### src/rtl/lfsr_pkg.sv
// Shared definitions for the LFSR pseudo-random generator.
// Holds structure selectors, default primitive taps and the single-step next-state function.
package lfsr_pkg;

  localparam int MODE_FIB = 0;
  localparam int MODE_GAL = 1;

  typedef enum logic {
    ST_EMPTY = 1'b0,
    ST_FULL  = 1'b1
  } lfsr_fsm_e;

  // Maximal-length masks; Galois form is the same polynomial with the +1 term in bit 0.
  function automatic logic [31:0] default_taps(input int dw, input int mode);
    logic [31:0] fib;
    logic [31:0] mask;
    mask = 32'hFFFF_FFFF >> (32 - dw);
    case (dw)
      3:       fib = 32'h0000_0006;
      4:       fib = 32'h0000_000C;
      5:       fib = 32'h0000_0014;
      6:       fib = 32'h0000_0030;
      7:       fib = 32'h0000_0060;
      8:       fib = 32'h0000_00B8;
      9:       fib = 32'h0000_0110;
      10:      fib = 32'h0000_0240;
      11:      fib = 32'h0000_0500;
      12:      fib = 32'h0000_0829;
      13:      fib = 32'h0000_100D;
      14:      fib = 32'h0000_2015;
      15:      fib = 32'h0000_6000;
      16:      fib = 32'h0000_D008;
      17:      fib = 32'h0001_2000;
      18:      fib = 32'h0002_0400;
      19:      fib = 32'h0004_0023;
      20:      fib = 32'h0009_0000;
      21:      fib = 32'h0014_0000;
      22:      fib = 32'h0030_0000;
      23:      fib = 32'h0042_0000;
      24:      fib = 32'h00E1_0000;
      25:      fib = 32'h0120_0000;
      26:      fib = 32'h0200_0023;
      27:      fib = 32'h0400_0013;
      28:      fib = 32'h0900_0000;
      29:      fib = 32'h1400_0000;
      30:      fib = 32'h2000_0029;
      31:      fib = 32'h4800_0000;
      32:      fib = 32'h8020_0003;
      default: fib = 32'h0000_0006;
    endcase
    if (mode == MODE_GAL) begin
      return ((fib << 1) | 32'h0000_0001) & mask;
    end else begin
      return fib & mask;
    end
  endfunction

  function automatic logic [31:0] lfsr_step(input logic [31:0] state, input logic [31:0] taps,
                                            input int dw, input int mode);
    logic [31:0] mask;
    logic        msb;
    logic [31:0] nxt;
    mask = 32'hFFFF_FFFF >> (32 - dw);
    msb  = state[5'(dw - 1)];
    if (mode == MODE_GAL) begin
      nxt = (state << 1) ^ ({32{msb}} & taps);
    end else begin
      nxt = (state << 1) | {31'd0, ^(state & taps & mask)};
    end
    return nxt & mask;
  endfunction

endpackage

### src/rtl/lfsr_prng_step_n.sv
// Combinational advance: STEPS single LFSR shifts chained within one cycle.
module lfsr_prng_step_n
  import lfsr_pkg::*;
#(
  parameter int              DW    = 6,
  parameter logic [DW-1:0]   TAPS  = 6'h30,
  parameter int              MODE  = 0,
  parameter int              STEPS = 1
) (
  input  logic [DW-1:0] state_i,
  output logic [DW-1:0] state_o
);

  logic [DW-1:0] chain_s [STEPS+1];

  assign chain_s[0] = state_i;

  for (genvar g = 0; g < STEPS; g++) begin : g_step
    assign chain_s[g+1] = DW'(lfsr_step(32'(chain_s[g]), 32'(TAPS), DW, MODE));
  end

  assign state_o = chain_s[STEPS];

endmodule

### src/rtl/lfsr_prng.sv
// Pseudo-random word generator with valid/ready output, seed load, zero-seed
// substitution and full-period wrap detection relative to the loaded seed.
module lfsr_prng
  import lfsr_pkg::*;
#(
  parameter int                 DW_LFSR    = 6,
  parameter logic [DW_LFSR-1:0] TAPS_LFSR  = 6'h30,
  parameter int                 MODE_LFSR  = 0,
  parameter int                 STEPS_LFSR = 1,
  parameter logic [DW_LFSR-1:0] SEED_LFSR  = 6'h01
) (
  input  logic               i_clk_lfsr,
  input  logic               i_rst_lfsr,
  input  logic               i_en_lfsr,
  input  logic               i_load_lfsr,
  input  logic [DW_LFSR-1:0] i_seed_lfsr,
  input  logic               i_ready_lfsr,
  output logic               o_valid_lfsr,
  output logic [DW_LFSR-1:0] o_rnd_lfsr,
  output logic [DW_LFSR-1:0] o_cnt_lfsr,
  output logic               o_wrap_lfsr,
  output logic               o_lockup_lfsr
);

  localparam logic [DW_LFSR-1:0] ZERO = {DW_LFSR{1'b0}};

  lfsr_fsm_e          fsm_q, fsm_d;
  logic [DW_LFSR-1:0] state_q, state_d;
  logic [DW_LFSR-1:0] seed_q, seed_d;
  logic [DW_LFSR-1:0] cnt_q, cnt_d;
  logic               wrap_q, wrap_d;
  logic               lockup_q, lockup_d;
  logic [DW_LFSR-1:0] adv_s;
  logic [DW_LFSR-1:0] ld_val_s;
  logic [DW_LFSR-1:0] next_s;
  logic               advance_s;

  lfsr_prng_step_n #(
    .DW    (DW_LFSR),
    .TAPS  (TAPS_LFSR),
    .MODE  (MODE_LFSR),
    .STEPS (STEPS_LFSR)
  ) u_step_n (
    .state_i (state_q),
    .state_o (adv_s)
  );

  assign ld_val_s = (i_seed_lfsr == ZERO) ? SEED_LFSR : i_seed_lfsr;

  // Next-state: load wins, otherwise the EMPTY/FULL handshake decides whether to advance.
  always_comb begin
    fsm_d     = fsm_q;
    state_d   = state_q;
    seed_d    = seed_q;
    cnt_d     = cnt_q;
    wrap_d    = 1'b0;
    lockup_d  = 1'b0;
    advance_s = 1'b0;
    next_s    = adv_s;
    if (i_load_lfsr) begin
      state_d  = ld_val_s;
      seed_d   = ld_val_s;
      fsm_d    = ST_EMPTY;
      cnt_d    = ZERO;
      lockup_d = (i_seed_lfsr == ZERO);
    end else begin
      case (fsm_q)
        ST_EMPTY: begin
          if (i_en_lfsr) begin
            fsm_d = ST_FULL;
          end else begin
            fsm_d = ST_EMPTY;
          end
        end
        ST_FULL: begin
          if (i_ready_lfsr) begin
            if (i_en_lfsr) begin
              advance_s = 1'b1;
            end else begin
              fsm_d = ST_EMPTY;
            end
          end else begin
            fsm_d = ST_FULL;
          end
        end
        default: fsm_d = ST_EMPTY;
      endcase
      // A zero state can only come from a non-maximal mask; recover to the reset seed.
      if (advance_s) begin
        if (state_q == ZERO) begin
          next_s   = SEED_LFSR;
          lockup_d = 1'b1;
        end else begin
          next_s = adv_s;
        end
        state_d = next_s;
        if (next_s == seed_q) begin
          wrap_d = 1'b1;
          cnt_d  = ZERO;
        end else begin
          cnt_d = cnt_q + DW_LFSR'(1);
        end
      end else begin
        state_d = state_q;
      end
    end
  end

  // State, seed, counter and flag registers.
  always_ff @(posedge i_clk_lfsr or posedge i_rst_lfsr) begin
    if (i_rst_lfsr) begin
      fsm_q    <= ST_EMPTY;
      state_q  <= SEED_LFSR;
      seed_q   <= SEED_LFSR;
      cnt_q    <= ZERO;
      wrap_q   <= 1'b0;
      lockup_q <= 1'b0;
    end else begin
      fsm_q    <= fsm_d;
      state_q  <= state_d;
      seed_q   <= seed_d;
      cnt_q    <= cnt_d;
      wrap_q   <= wrap_d;
      lockup_q <= lockup_d;
    end
  end

  assign o_valid_lfsr  = (fsm_q == ST_FULL);
  assign o_rnd_lfsr    = state_q;
  assign o_cnt_lfsr    = cnt_q;
  assign o_wrap_lfsr   = wrap_q;
  assign o_lockup_lfsr = lockup_q;

endmodule

### config.mk
export PLATFORM = sky130hd
export DESIGN_NAME = lfsr_prng
export DESIGN_NICKNAME = d
export VERILOG_FILES = /design/src/rtl/lfsr_pkg.sv /design/src/rtl/lfsr_prng_step_n.sv /design/src/rtl/lfsr_prng.sv
export SDC_FILE = /design/constraint.sdc
export NUM_CORES = 1
export LEC_CHECK = 0
export ABC_CLOCK_PERIOD_IN_PS = 4200
export CAP_MARGIN = 20
export CORE_MARGIN = 5
export CORE_UTILIZATION = 35
export DETAILED_ROUTE_END_ITERATION = 16
export GPL_ROUTABILITY_DRIVEN = 0
export SYNTH_ARGS = -nofsm -noshare
export SYNTH_HDL_FRONTEND = slang
export SYNTH_SLANG_ARGS = --single-unit
export TNS_END_PERCENT = 100
### constraint.sdc
create_clock -name i_clk_lfsr -period 4.2 [get_ports i_clk_lfsr]
set_clock_uncertainty 0.05 [all_clocks]
set_input_delay 0.84 -clock i_clk_lfsr [delete_from_list [all_inputs] [get_ports i_clk_lfsr]]
set_output_delay 0.84 -clock i_clk_lfsr [all_outputs]
set_load 0.03 [all_outputs]
==> results of run 1 <==
[sequential cells by signal, indices dropped and copies added, names as in the netlist]
| signal | flops |
|---|---|
| o_lockup_lfsr | 1 |
| o_valid_lfsr | 1 |
| o_rnd_lfsr | 6 |
| o_wrap_lfsr | 1 |
| seed_q | 6 |
| o_cnt_lfsr | 6 |
[metal layers]
layer  routed length (microns)  track usage (%)
met1                      1110             15.9
met2                      1200             20.2
met3                       135             4.44
met4                         7             1.55
met5                         0                0
[path summary, 6_finish.rpt]
kind	endpoint	cells after the start
setup / recovery	o_rnd_lfsr[0]	1
hold / removal	seed_q[5]$_DFFE_PP0P_	1
setup reg to reg	o_cnt_lfsr[5]$_DFFE_PP0P_	7
hold reg to reg	seed_q[5]$_DFFE_PP0P_	1
max in group asynchronous	o_cnt_lfsr[3]$_DFFE_PP0P_	2
min in group asynchronous	o_rnd_lfsr[2]$_DFFE_PP0P_	2
[power groups by stage]
| stage | Sequential [mW] | Clock (mW) | Combinational, mW |
|---|---|---|---|
| final | 0.231 | 0.0974 | 0.0932 |
| after global routing | 0.234 | 0.111 | 0.102 |
| after global placement | 0.234 | 0 | 0.0924 |
| after floorplan | 0.246 | 0 | 0.0446 |
| after CTS | 0.231 | 0.102 | 0.0946 |
| after detailed placement | 0.235 | 0 | 0.0944 |
[stage by stage]
step | area [sq um] | power (mW) | worst slack (ns) | std cells
2_1_floorplan | 1080 | 0.290 | 1.91 | 105
3_3_place_gp | 1360 | 0.327 | 1.55 | 161
3_5_place_dp | 1360 | 0.329 | 1.54 | 161
4_1_cts | 1390 | 0.427 | 1.69 | 165
5_1_grt | 1390 | 0.446 | 1.65 | 165
6_report | 1390 | 0.422 | 1.71 | 165
[kinds of logic (layout without fill, tap and decap cells)]
logic type / count (synthesis) / in the layout / share of synthesized area (%)
xor gates and xnor gates: 6 / 6 / 4.88
muxes: 7 / 7 / 6.63
and+or+nand+nor: 31 / 31 / 15.1
buffers and inverters: 11 / 38 / 3.84
AOI/OAI and AO/OA: 27 / 27 / 18.1
adders and majority gates: 2 / 2 / 2.33
DFF: 21 / 21 / 49.1
[placed cells by master (no fill, tap or decap), drive strengths merged, types with 4 or more instances in the layout]
| cell type | netlist | layout |
|---|---|---|
| clkdlybuf4s50 | 0 | 25 |
| dfrtp | 19 | 19 |
| o21ai | 10 | 10 |
| inv | 9 | 9 |
| nand3 | 7 | 7 |
| nand2 | 7 | 7 |
| mux2i | 6 | 6 |
| nor2 | 6 | 6 |
| xnor2 | 4 | 4 |
| a21oi | 4 | 4 |
| clkbuf | 1 | 4 |
[cells in the mapped netlist (all sizes together), types with 2 or more instances]
cell    number  share of area, %
ha           2               2.3
dfrtp       19                44
nor2b        2               1.2
nand2        7               2.4
a31oi        2               1.2
nor2         6               2.3
a211oi       2               1.4
a21oi        4               1.9
dfstp        2               4.9
xnor2        4               3.3
inv          9               3.1
xor2         2               1.6
a21o         2               1.4
mux2i        6               5.6
a22o         2               1.9
o21ai       10               4.7
nand3b       2               1.4
nand3        7               3.3
nand2b       2               1.2
[area by class of cell]
cell class / count / share of cell area (%)
Inverter: 9 / 2.44
Clock buffer: 4 / 1.90
Multi-Input combinational cell: 73 / 36.6
Timing Repair Buffer: 25 / 18.1
Sequential cell: 21 / 38.1
Tap cell: 33 / 2.98
==> qor.yml, run 1 <==
outcome:
  outcome: "finished clean"
power_and_ir_drop:
  p_int_uw: 294
  switchingPower_uw: 127
  p_seq_share_pct: 54.8
  p_leak_nw: 0.627
  vdd_drop_max_mv: 0.195
  p_clk_share_pct: 23.1
  p_comb_share_pct: 22.1
  p_per_area_nw_per_um2: 304
  swShare_pct: 30.2
global_route:
  overflow: 0
  antenna_found_initial: 0
  grt_pass1_wl_microns: 4060
  grt_pass1_vias: 846
  grt.total_usage_pct: 12.3
  grt_max_degree: 23
cells_and_area:
  fin_util_pct: 46.2
  nets: 146
  n_antenna_cell: 0
  nFillCells: 307
  regArea_sq_um: 528
  area_delta_synth_final_pct: 28.8
  multi_input_area_sq_um: 507
  drive_above_1_share_pct: 9.85
floorplan:
  dieArea_sq_um: 4280
  die_w_microns: 65.4
  ios: 26
  start_util_pct: 35.8
  die_h_microns: 65.4
  num_rows: 20
  core-area_sq_um: 3000
min_path:
  min_path_type: "flop to flop"
  hp-start: "seed_q[5]$_DFFE_PP0P_"
clocking:
  h-tree-depth: 1
  cts_buffers: 3
  clkSinkCount: 21
  ctsHoldBuffers: 0
  clk_path_buf_depth: 2
  tritoncts: "done"
  clk_latency_ns: 0.30
  cts_resized: 0
  clkTransAtPathRegs_ns: 0.12
  root_buffer: "clkbuf_4"
  cts_setup_buffers: 0
timing:
  max_slew_margin_pct: 46.9
  fin_tns_setup_ns: 0
  grt_setup_unrepaired: "no"
  drv_slew: 0
  finalCritPeriodShare_pct: 59.4
  setup_viol: 0
  clock.fmax_mhz: 401
  worstMarginPinSlew_ns: 0.795
  period_minus_slack_ns: 2.49
  worst_hold_slack_ns: 0.509
  hold_viol: 0
route:
  drtIter0Drc: 67
  ant_nets: 0
  vias_per_cell: 5.16
  routed_wl_microns: 2450
  drc_errors: 0
  drt_first_pass_iters: 4
  via_count: 852
  wl_per_cell_microns: 14.8
worst_setup_path:
  cp-end-kind: "output port"
  start_kind: "flop"
  cp_num_buf_inv: 1
  critPathSlowestCell: "clkdlybuf4s50_1"
  reg2reg_slack_ns: 1.87
  critPathMaxFanout: 5
  reg2reg_from: "o_rnd_lfsr[4]$_DFFE_PP0P_"
  path_cells: "clkdlybuf4s50_1"
  cp_data_arrival_time_ns: 1.60
  setup.worst_path.class: "flop to output port"
  slowest_delay_ns: 0.69
  path_delay_family: "buffers and inverters"
  required_ns: 3.31
  startpoint: "o_rnd_lfsr[0]$_DFFE_PP1P_"
synth:
  synth_area_sq_um: 1080
  avgSynthCellArea_sq_um: 10.2
  synth_ff_type: "dfrtp_1"
  synth-edff-count: 0
  ys_seq_area_share_pct: 49.1
  syn_inst: 105
  ys_ff_latch: 21
  synth_nets: 118
  synthDistinctLibCells: 33
  ys_async_sr_fraction_pct: 100
  yosys_warnings: 0
placement:
  dp_hpwl_microns: 1860
  port_buffers: 25
flow_run:
  cap_viol_max_count: 0
Note: power is estimated with default switching activity, not from simulation.
==> run 2, diff against run 1 <==
--- a/config.mk
+++ b/config.mk
@@ -5,7 +5,7 @@
 export SDC_FILE = /design/constraint.sdc
 export NUM_CORES = 1
 export LEC_CHECK = 0
-export ABC_CLOCK_PERIOD_IN_PS = 4200
+export ABC_CLOCK_PERIOD_IN_PS = 2400
 export CAP_MARGIN = 20
 export CORE_MARGIN = 5
 export CORE_UTILIZATION = 35
==> constraint.sdc (replaced) <==
create_clock -name i_clk_lfsr -period 2.4 [get_ports i_clk_lfsr]
set_clock_uncertainty 0.05 [all_clocks]
set_input_delay 0.48 -clock i_clk_lfsr [delete_from_list [all_inputs] [get_ports i_clk_lfsr]]
set_output_delay 0.48 -clock i_clk_lfsr [all_outputs]
set_load 0.03 [all_outputs]
==> run 2 against run 1 <==
Sequential power increased by 74%. Largest cell class unchanged. Routed wire length decreased by 3.3%. Utilization increased by 1.0 points. Critical path depth increased by 6. Non-clock buffer count increased by 4.
==> qor.yml, run 2 (same netlist as run 1, synthesis figures left out) <==
outcome:
  outcome: "finished clean"
flow_run:
  cap_viol_max_count: 0
route:
  vias_per_cell: 5.09
  drtIter0Drc: 35
  ant_nets: 0
  drc_errors: 0
  routed_wl_microns: 2360
  drt_first_pass_iters: 4
  wl_per_cell_microns: 14.0
  via_count: 861
global_route:
  overflow: 0
  grt_pass1_vias: 944
  grt_max_degree: 22
  grt.total_usage_pct: 12.5
  grt_pass1_wl_microns: 4170
  antenna_found_initial: 0
clocking:
  cts_buffers: 3
  cts_setup_buffers: 0
  tritoncts: "done"
  h-tree-depth: 1
  clkSinkCount: 21
  clkTransAtPathRegs_ns: 0.12
  clk_path_buf_depth: 2
  root_buffer: "clkbuf_4"
  cts_resized: 0
  ctsHoldBuffers: 0
  clk_latency_ns: 0.30
worst_setup_path:
  cp_num_buf_inv: 1
  slowest_delay_ns: 0.52
  required_ns: 2.55
  cp-end-kind: "flop"
  path_cells: "inv_1 > ha_1 > nor2b_1 > a211o_1 > a2111oi_4 > nor2_2 > a221o_1"
  critPathMaxFanout: 6
  path_delay_family: "compound AO/OA/AOI/OAI gates"
  setup.worst_path.class: "flop to flop"
  critPathSlowestCell: "a2111oi_4"
  cp_data_arrival_time_ns: 2.38
  start_kind: "flop"
timing:
  setup_viol: 0
  setup_ws_ns: 0.173
  max_slew_margin_pct: 69.5
  finalCritPeriodShare_pct: 92.8
  drv_slew: 0
  period_minus_slack_ns: 2.23
  hold_viol: 0
  worst_hold_slack_ns: 0.432
  worstMarginPinSlew_ns: 0.457
  clock.fmax_mhz: 449
  grt_setup_unrepaired: "no"
  fin_tns_setup_ns: 0
cells_and_area:
  layout_common_cells: "clkdlybuf4s50_1 (25), dfrtp_1 (19), o21ai_0 (10)"
  area_delta_synth_final_pct: 31.7
  nFillCells: 305
  nets: 150
  drive_above_1_share_pct: 13.2
  final_common_cell: "clkdlybuf4s50_1"
  n_antenna_cell: 0
floorplan:
  core-area_sq_um: 3000
  start_util_pct: 35.8
  die_h_microns: 65.4
  num_rows: 20
  ios: 26
  dieArea_sq_um: 4280
  die_w_microns: 65.4
placement:
  dp_slack_ns: 0.173
  dp_hpwl_microns: 1790
  port_buffers: 25
power_and_ir_drop:
  vdd_drop_max_mv: 0.225
  p_per_area_nw_per_um2: 523
  p_leak_nw: 0.649
  p_total_uw: 742
min_path:
  min_path_type: "input port to async pin"
==> run 2: area by class of cell <==
| cell class | count | area [sq um] | area share [%] |
|---|---|---|---|
| Sequential cell | 21 | 528 | 37.2 |
| Multi-Input combinational cell | 73 | 507 | 35.7 |
| Timing Repair Buffer | 29 | 280 | 19.8 |
| Tap cell | 33 | 41.3 | 2.91 |
| Inverter | 9 | 33.8 | 2.38 |
| Clock buffer | 3 | 22.5 | 1.59 |
| Clock inverter | 1 | 5.00 | 0.353 |
==> run 2: through the flow <==
step           instance area [sq um]  instances  utilization [%]
2_1_floorplan                   1080        105                -
3_3_place_gp                    1390        165             46.3
3_5_place_dp                    1390        165             46.3
4_1_cts                         1420        169             47.2
5_1_grt                         1420        169             47.2
6_report                        1420        169             47.2
==> run 2: power by group <==
part	leakage [nW]	total, mW	switching [mW]	internal, mW
logic	0.365	0.166	0.0902	0.0762
clock network	0.0177	0.173	0.110	0.0622
registers	0.266	0.403	0.0245	0.378
total	0.649	0.742	0.225	0.517
==> run 2: tightest hold or removal path, stage by stage <==
cell and delay [ns]:
clkdlybuf4s50_1 0.39, inv_1 0.05, buf_4 0.27
==> run 2: final timing paths <==
check / startpoint / endpoint / slack [ns] / cells after the start
max: o_rnd_lfsr[4]$_DFFE_PP0P_ / o_cnt_lfsr[5]$_DFFE_PP0P_ / 0.17 / 7
min: i_rst_lfsr / o_cnt_lfsr[3]$_DFFE_PP0P_ / 0.43 / 3
max reg2reg: o_rnd_lfsr[4]$_DFFE_PP0P_ / o_cnt_lfsr[5]$_DFFE_PP0P_ / 0.17 / 7
min reg2reg: seed_q[5]$_DFFE_PP0P_ / seed_q[5]$_DFFE_PP0P_ / 0.50 / 1
max in group asynchronous: i_rst_lfsr / seed_q[0]$_DFFE_PP1P_ / 1.59 / 3
min in group i_clk_lfsr: seed_q[5]$_DFFE_PP0P_ / seed_q[5]$_DFFE_PP0P_ / 0.50 / 1
==> run 2: per-layer routing <==
metal	vias up	part of all wire [%]	track usage (%)
li1	433	-	-
met1	405	47	16.0
met2	19	48	20.4
met3	4	4.4	3.08
met4	0	0.97	4.66
met5	-	0	0
